## config.mk

```make
export PLATFORM = sky130hd
export DESIGN_NAME = vector_element_serializer_flat
export DESIGN_NICKNAME = d
export VERILOG_FILES = /design/src/rtl/vector_element_serializer_if.sv /design/src/rtl/vector_element_serializer.sv /design/src/flat_wrapper.sv
export SDC_FILE = /design/constraint.sdc
export NUM_CORES = 1
export LEC_CHECK = 0
export ABC_CLOCK_PERIOD_IN_PS = 8500
export CAP_MARGIN = 10
export CELL_PAD_IN_SITES_DETAIL_PLACEMENT = 2
export CELL_PAD_IN_SITES_GLOBAL_PLACEMENT = 2
export CORE_AREA = 2 2 177 127
export DETAILED_ROUTE_END_ITERATION = 6
export DIE_AREA = 0 0 179 129
export PLACE_DENSITY_LB_ADDON = 0.3
export SYNTH_ARGS = -nofsm -noshare
export SYNTH_HDL_FRONTEND = slang
export SYNTH_SLANG_ARGS = --single-unit
```

## constraint.sdc

```tcl
create_clock -name i_clock -period 8.5 [get_ports i_clock]
set_input_delay 1.7 -clock i_clock [delete_from_list [all_inputs] [get_ports i_clock]]
set_output_delay 1.7 -clock i_clock [all_outputs]
set_load 0.01 [all_outputs]
```

## src/rtl/vector_element_serializer_if.sv

```systemverilog
// Handshake bundle for the vector element serializer.
// Valid/ready rule for both channels: a transfer happens on a rising clock
// edge where valid and ready are both high; a producer holding valid keeps
// its payload stable until that transfer, and a consumer may change ready
// at any time.
interface vector_element_serializer_if #(
    parameter int ELEMENT_WIDTH = 8,
    parameter int ROW_LENGTH    = 3,
    parameter int ROW_COUNT     = 3,
    parameter int INDEX_WIDTH   = 4
);
    localparam int VEC_WIDTH = ELEMENT_WIDTH * ROW_LENGTH * ROW_COUNT;

    // Vector input channel
    logic                     vec_valid;
    logic                     vec_ready;
    logic [VEC_WIDTH-1:0]     vec_data;

    // Element output channel
    logic                     elem_valid;
    logic                     elem_ready;
    logic [ELEMENT_WIDTH-1:0] elem_data;
    logic [INDEX_WIDTH-1:0]   element_index;
    logic                     row_end;
    logic                     vector_end;

    // Upstream producer / downstream consumer view (drives the serializer)
    modport master (
        output vec_valid,
        output vec_data,
        output elem_ready,
        input  vec_ready,
        input  elem_valid,
        input  elem_data,
        input  element_index,
        input  row_end,
        input  vector_end
    );

    // Serializer view
    modport slave (
        input  vec_valid,
        input  vec_data,
        input  elem_ready,
        output vec_ready,
        output elem_valid,
        output elem_data,
        output element_index,
        output row_end,
        output vector_end
    );
endinterface

```

## src/rtl/vector_element_serializer.sv

```systemverilog
// Vector element serializer: takes a whole packed vector of
// ROW_COUNT x ROW_LENGTH elements and streams it out one element per cycle,
// tagging each element with its index, a row-end and a vector-end marker.
// An active slot feeds the output while a pending slot holds the next
// vector, so back-to-back vectors stream without a bubble.
module vector_element_serializer #(
    parameter int ELEMENT_WIDTH = 8,
    parameter int ROW_LENGTH    = 3,
    parameter int ROW_COUNT     = 3,
    parameter int INDEX_WIDTH   = 4
) (
    input  logic                           i_clock,
    input  logic                           i_reset,
    input  logic                           i_clear,
    vector_element_serializer_if.slave     bus,
    output logic [1:0]                     o_dbg_state
);
    localparam int N_ELEMS   = ROW_LENGTH * ROW_COUNT;
    localparam int VEC_WIDTH = ELEMENT_WIDTH * N_ELEMS;
    localparam logic [INDEX_WIDTH-1:0] LAST_INDEX = INDEX_WIDTH'(N_ELEMS - 1);

    // Occupancy: EMPTY = nothing held, ONE = active slot full,
    // TWO = active and pending slots full.
    typedef enum logic [1:0] {
        S_EMPTY = 2'd0,
        S_ONE   = 2'd1,
        S_TWO   = 2'd2
    } state_t;

    state_t                   r_state;
    logic [INDEX_WIDTH-1:0]   r_index;
    logic [VEC_WIDTH-1:0]     r_active;
    logic [VEC_WIDTH-1:0]     r_pending;
    logic                     r_vec_ready;
    logic                     r_elem_valid;

    logic                     w_vec_xfer;
    logic                     w_elem_xfer;
    logic                     w_at_last;
    logic [ELEMENT_WIDTH-1:0] w_elem_data;
    logic                     w_row_end_raw;

    // Both ready/valid outputs come from registers, so there is no
    // combinational path from elem_ready back to vec_ready.
    assign w_vec_xfer  = bus.vec_valid && r_vec_ready;
    assign w_elem_xfer = r_elem_valid && bus.elem_ready;
    assign w_at_last   = (r_index == LAST_INDEX);

    // Occupancy FSM, index counter, vector slots and registered handshake outputs
    always_ff @(posedge i_clock or posedge i_reset) begin
        if (i_reset) begin
            r_state      <= S_EMPTY;
            r_index      <= '0;
            r_active     <= '0;
            r_pending    <= '0;
            r_vec_ready  <= 1'b1;
            r_elem_valid <= 1'b0;
        end else if (i_clear) begin
            // Flush: drop both slots and any handshake seen this cycle.
            // Slot contents are left as they are; they are unreachable
            // until a new vector overwrites the active slot.
            r_state      <= S_EMPTY;
            r_index      <= '0;
            r_vec_ready  <= 1'b1;
            r_elem_valid <= 1'b0;
        end else begin
            case (r_state)
                S_EMPTY: begin
                    if (w_vec_xfer) begin
                        r_active     <= bus.vec_data;
                        r_index      <= '0;
                        r_state      <= S_ONE;
                        r_vec_ready  <= 1'b1;
                        r_elem_valid <= 1'b1;
                    end
                end

                S_ONE: begin
                    if (w_elem_xfer && w_at_last) begin
                        r_index <= '0;
                        if (w_vec_xfer) begin
                            // New vector goes straight into the slot being vacated.
                            r_active     <= bus.vec_data;
                            r_state      <= S_ONE;
                            r_vec_ready  <= 1'b1;
                            r_elem_valid <= 1'b1;
                        end else begin
                            r_state      <= S_EMPTY;
                            r_vec_ready  <= 1'b1;
                            r_elem_valid <= 1'b0;
                        end
                    end else begin
                        if (w_elem_xfer) begin
                            r_index <= r_index + 1'b1;
                        end
                        if (w_vec_xfer) begin
                            r_pending    <= bus.vec_data;
                            r_state      <= S_TWO;
                            r_vec_ready  <= 1'b0;
                            r_elem_valid <= 1'b1;
                        end
                    end
                end

                S_TWO: begin
                    if (w_elem_xfer) begin
                        if (w_at_last) begin
                            // Promote pending on the same edge: no idle cycle.
                            r_active     <= r_pending;
                            r_index      <= '0;
                            r_state      <= S_ONE;
                            r_vec_ready  <= 1'b1;
                            r_elem_valid <= 1'b1;
                        end else begin
                            r_index <= r_index + 1'b1;
                        end
                    end
                end

                default: begin
                    r_state      <= S_EMPTY;
                    r_index      <= '0;
                    r_vec_ready  <= 1'b1;
                    r_elem_valid <= 1'b0;
                end
            endcase
        end
    end

    // Select the active element and decode its row position from the index
    always_comb begin
        w_elem_data   = '0;
        w_row_end_raw = 1'b0;
        for (int k = 0; k < N_ELEMS; k++) begin
            if (r_index == INDEX_WIDTH'(k)) begin
                w_elem_data   = r_active[k*ELEMENT_WIDTH +: ELEMENT_WIDTH];
                w_row_end_raw = ((k % ROW_LENGTH) == (ROW_LENGTH - 1));
            end
        end
    end

    assign bus.vec_ready     = r_vec_ready;
    assign bus.elem_valid    = r_elem_valid;
    assign bus.elem_data     = w_elem_data;
    assign bus.element_index = r_index;
    assign bus.row_end       = w_row_end_raw && r_elem_valid;
    assign bus.vector_end    = w_at_last && r_elem_valid;
    assign o_dbg_state       = r_state;

endmodule

```

## src/flat_wrapper.sv

```systemverilog
// flat-port wrapper written by rule: the top's interface ports become plain ports
module vector_element_serializer_flat 
#(
    parameter int ELEMENT_WIDTH = 8,
    parameter int ROW_LENGTH    = 3,
    parameter int ROW_COUNT     = 3,
    parameter int INDEX_WIDTH   = 4
)
  (i_clock, i_reset, i_clear, o_dbg_state, bus_vec_valid, bus_vec_data, bus_elem_ready, bus_vec_ready, bus_elem_valid, bus_elem_data, bus_element_index, bus_row_end, bus_vector_end);
  vector_element_serializer_if #(.ELEMENT_WIDTH(ELEMENT_WIDTH), .ROW_LENGTH(ROW_LENGTH), .ROW_COUNT(ROW_COUNT), .INDEX_WIDTH(INDEX_WIDTH)) bus_i ();
  input  logic i_clock;
  input  logic i_reset;
  input  logic i_clear;
  output logic [1:0] o_dbg_state;
  input wire logic [$bits(bus_i.vec_valid)-1:0] bus_vec_valid;
  input wire logic [$bits(bus_i.vec_data)-1:0] bus_vec_data;
  input wire logic [$bits(bus_i.elem_ready)-1:0] bus_elem_ready;
  output wire logic [$bits(bus_i.vec_ready)-1:0] bus_vec_ready;
  output wire logic [$bits(bus_i.elem_valid)-1:0] bus_elem_valid;
  output wire logic [$bits(bus_i.elem_data)-1:0] bus_elem_data;
  output wire logic [$bits(bus_i.element_index)-1:0] bus_element_index;
  output wire logic [$bits(bus_i.row_end)-1:0] bus_row_end;
  output wire logic [$bits(bus_i.vector_end)-1:0] bus_vector_end;
  assign bus_i.vec_valid = bus_vec_valid;
  assign bus_i.vec_data = bus_vec_data;
  assign bus_i.elem_ready = bus_elem_ready;
  assign bus_vec_ready = bus_i.vec_ready;
  assign bus_elem_valid = bus_i.elem_valid;
  assign bus_elem_data = bus_i.elem_data;
  assign bus_element_index = bus_i.element_index;
  assign bus_row_end = bus_i.row_end;
  assign bus_vector_end = bus_i.vector_end;
  vector_element_serializer #(.ELEMENT_WIDTH(ELEMENT_WIDTH), .ROW_LENGTH(ROW_LENGTH), .ROW_COUNT(ROW_COUNT), .INDEX_WIDTH(INDEX_WIDTH)) u_core (.i_clock(i_clock), .i_reset(i_reset), .i_clear(i_clear), .bus(bus_i), .o_dbg_state(o_dbg_state));
endmodule
```

==> reports/metrics.yaml <==
worst_slack_ns: 3.38
syn_nets: 775
clock_latency_ns: 0.42
worstHoldPathType: "reg2reg"
dp_hpwl_mm: 14.9
comb_power_share_pct: 31.5
avgViaCountPerCell: 5.18
clockPowerShare_pct: 26.4
cts_buffers: 17
timing.final.crit_share_pct: 60.3
post_synth_num_cell_types: 47
p_leak_nw: 3.73
yosys_warnings: 0
grt_remaining_overflow: 0
die_area_um2: 23100
port-buffer-count: 94
finalSetupViolCount: 0
flow.area_growth_from_synthesis_pct: 24.0
skew_ns: 0.0102
maximum_clock_frequency_mhz: 195
detailedRoute.firstPassIterationCount: 4
slowest_stage_cell_on_the_critical_path: "ha_1"
detailedPlace.worstSlack_ns: 3.78
setup-tns-final_ns: 0
detail-route-antenna-nets: 0
rr_startpoint: "u_core.bus.element_index[0]"
worstPathRequired_ns: 6.80
synth_edf_count: 0
clock_tree.root_cell: "clkbuf_16"
worst_max_slew_pin_slew_ns: 1.07
max-slew-margin-rel_pct: 28.6
die-height_um: 129
critPathLaunch: "u_core.bus.element_index[1]"
ctsHoldBuffers: 0
p_sw_mw: 1.05
critPathCapture: "bus_elem_data[5]"
timing_worst_setup_path_type: "reg2out"
die-width_um: 179
worstRegToRegCells: 8
start_util_pct: 34.6
grt_pass1_vias: 6199
run_status: "complete, no violations"
final_design_area_no_fill_um2: 9170
max-clock-path-buffers: 2
synth-main-ff-cell: "dfrtp_1"
netlist_area_um2: 7390
tritoncts: "yes"
grt_max_degree: 85
core_area_um2: 21300
detailroute.via_count: 5453
row_count: 45
remaining_drc_errors: 0
drt-wirelength-per-cell_um: 20.6
cell_internal_pwr_mw: 2.05
yosysSeqAreaShare_pct: 51.5
async_flop_share_pct: 100
rsz0062_at_grt: "false"
finish.net_count: 842
dr.first_iter.drc_count: 284
worst-path-max-fanout: 34
switching_share_pct: 33.9
clkSinkCount: 152
worstSetupStartpointType: "flop"
slew_viol_final: 0
syn-instance-count: 690
antenna_violations_before_repair: 0
gr-usage-all-layers_pct: 19.9
crit_path_end_kind: "output port"
final_cell_mix: "dfrtp_1 (151), clkdlybuf4s50_1 (94), nand2_1 (92), mux2i_1 (73), mux2_2 (65)"
post_dp_cell_area_um2: 8540
drive_gt1_share_pct: 14.5
grt_first_pass_wirelength_mm: 35.0
synth_seq_cells: 152
critical_path.max_stage_delay_ns: 0.88
gp_congestion: 0.779
setup.reg_to_reg.worst_slack_ns: 4.98
power.density_cell_area_nw_per_um2: 338
regToRegEndpoint: "u_core.r_active[42]"
cp_cell_sequence: "inv_1, ha_1, a21oi_1, o311a_1, o41ai_1, clkdlybuf4s50_1"
finalHoldViolCount: 0
max_cap_viol_count: 0
worst-endpoint-arrival_ns: 3.42
vdd_ir_drop_max_v: 0.000118
syn_area_per_cell_um2: 10.7
boundaryPins: 95
cts_max_level: 4
layout_commonest_cell: "dfrtp_1"
cts_setup_buffers: 0
routed_wirelength_mm: 21.6
seq_pwr_share_pct: 42.1
clk_pin_slew_ns: 0.06
antenna-diode-count: 0
post_cts_resized: 0
finalWorstPathRequiredPeriod_ns: 5.12
metrics by stage:
| stage | util [%] | hold slack, ns | std cells | power [mW] |
|---|---|---|---|---|
| finish | 43.0 | 0.480 | 1052 | 3.10 |
| CTS | 43.0 | 0.486 | 1052 | 3.14 |
| global placement | 40.0 | 0.468 | 1020 | 2.21 |
| floorplan | - | 0.450 | 690 | 1.90 |
| detailed placement | 40.0 | 0.471 | 1020 | 2.30 |
| global route | 43.0 | 0.510 | 1052 | 3.31 |
final cells by class:
type                            instances  area [µm²]
Clock buffer                           20         457
Sequential cell                       152        3800
Tap cell                              282         353
Fill cell                            2165       12200
Inverter                               15        61.3
Timing Repair Buffer                   99         978
Clock inverter                         12         174
Multi-Input combinational cell        472        3340
critical path: cells and delay by family, from the launching register on:
family	cells	cell delay, ns
compound gates	3	0.94
fa+ha+maj	1	0.88
buf+inv	2	0.75
flops	1	0.43
registers in the layout (all words and copies together), names as in the netlist:
name,count
u_core.bus.element_index,4
u_core.o_dbg_state,2
u_core.r_active,72
u_core.bus.vec_ready,1
u_core.bus.elem_valid,1
u_core.r_pending,72
power by group through the flow:
stage	registers [mW]	logic, mW	clock network (mW)
floorplan	1.21	0.686	0
global placement	1.29	0.919	0
detailed placement	1.31	0.983	0
CTS	1.31	0.999	0.834
global route	1.35	1.10	0.863
finish	1.30	0.976	0.818
cells by family after synthesis:
| group | after synthesis | share of synthesized area [%] |
|---|---|---|
| and+or+nand+nor | 142 | 8.72 |
| adders and majority gates | 8 | 1.35 |
| buffers and inverters | 66 | 3.74 |
| AOI/OAI and AO/OA | 177 | 13.9 |
| DFF | 152 | 51.5 |
| muxes | 145 | 20.8 |
metal layers:
layer  up-vias  share of wire [%]  global-route usage [%]
met3         6                3.5                    3.87
met4         0               0.32                    4.50
met2        88                 47                    32.4
met5         -                  0                       0
met1      2795                 49                    27.5
li1       2564                  -                       -
cells in the mapped netlist (all sizes together) (2+ instances only):
library cell	count	area (µm²)
o21ai	79	395
o21a	8	60.1
a21oi	51	255
nor3	11	60.1
or3	3	18.8
nand2	93	352
and2	3	18.8
dfrtp	151	3780
a21o	3	22.5
clkbuf	24	90.1
nand3b	11	86.3
a211oi	3	27.5
o31a	6	52.6
mux2i	73	731
mux2	72	811
nor2	12	47.6
nand2b	2	12.5
nand3	4	20.0
o22ai	13	81.3
a211o	2	17.5
buf	27	130
ha	8	100
inv	15	56.3
o311ai	2	17.5
worst min path at each step:
| stage | start | endpoint | slack [ns] | cells after the start |
|---|---|---|---|---|
| 3_5_place_dp | u_core.r_active[49] | u_core.r_active[49] | 0.47 | 2 |
| 2_1_floorplan | u_core.r_active[21] | u_core.r_active[21] | 0.45 | 2 |
| 6_report | u_core.r_active[49] | u_core.r_active[49] | 0.48 | 2 |
| 3_3_place_gp | u_core.r_active[37] | u_core.r_active[37] | 0.47 | 2 |
| 5_1_grt | u_core.r_pending[18] | u_core.r_pending[18] | 0.51 | 1 |
| 4_1_cts | u_core.r_active[49] | u_core.r_active[49] | 0.49 | 2 |
(Power assumes the default switching activity.)
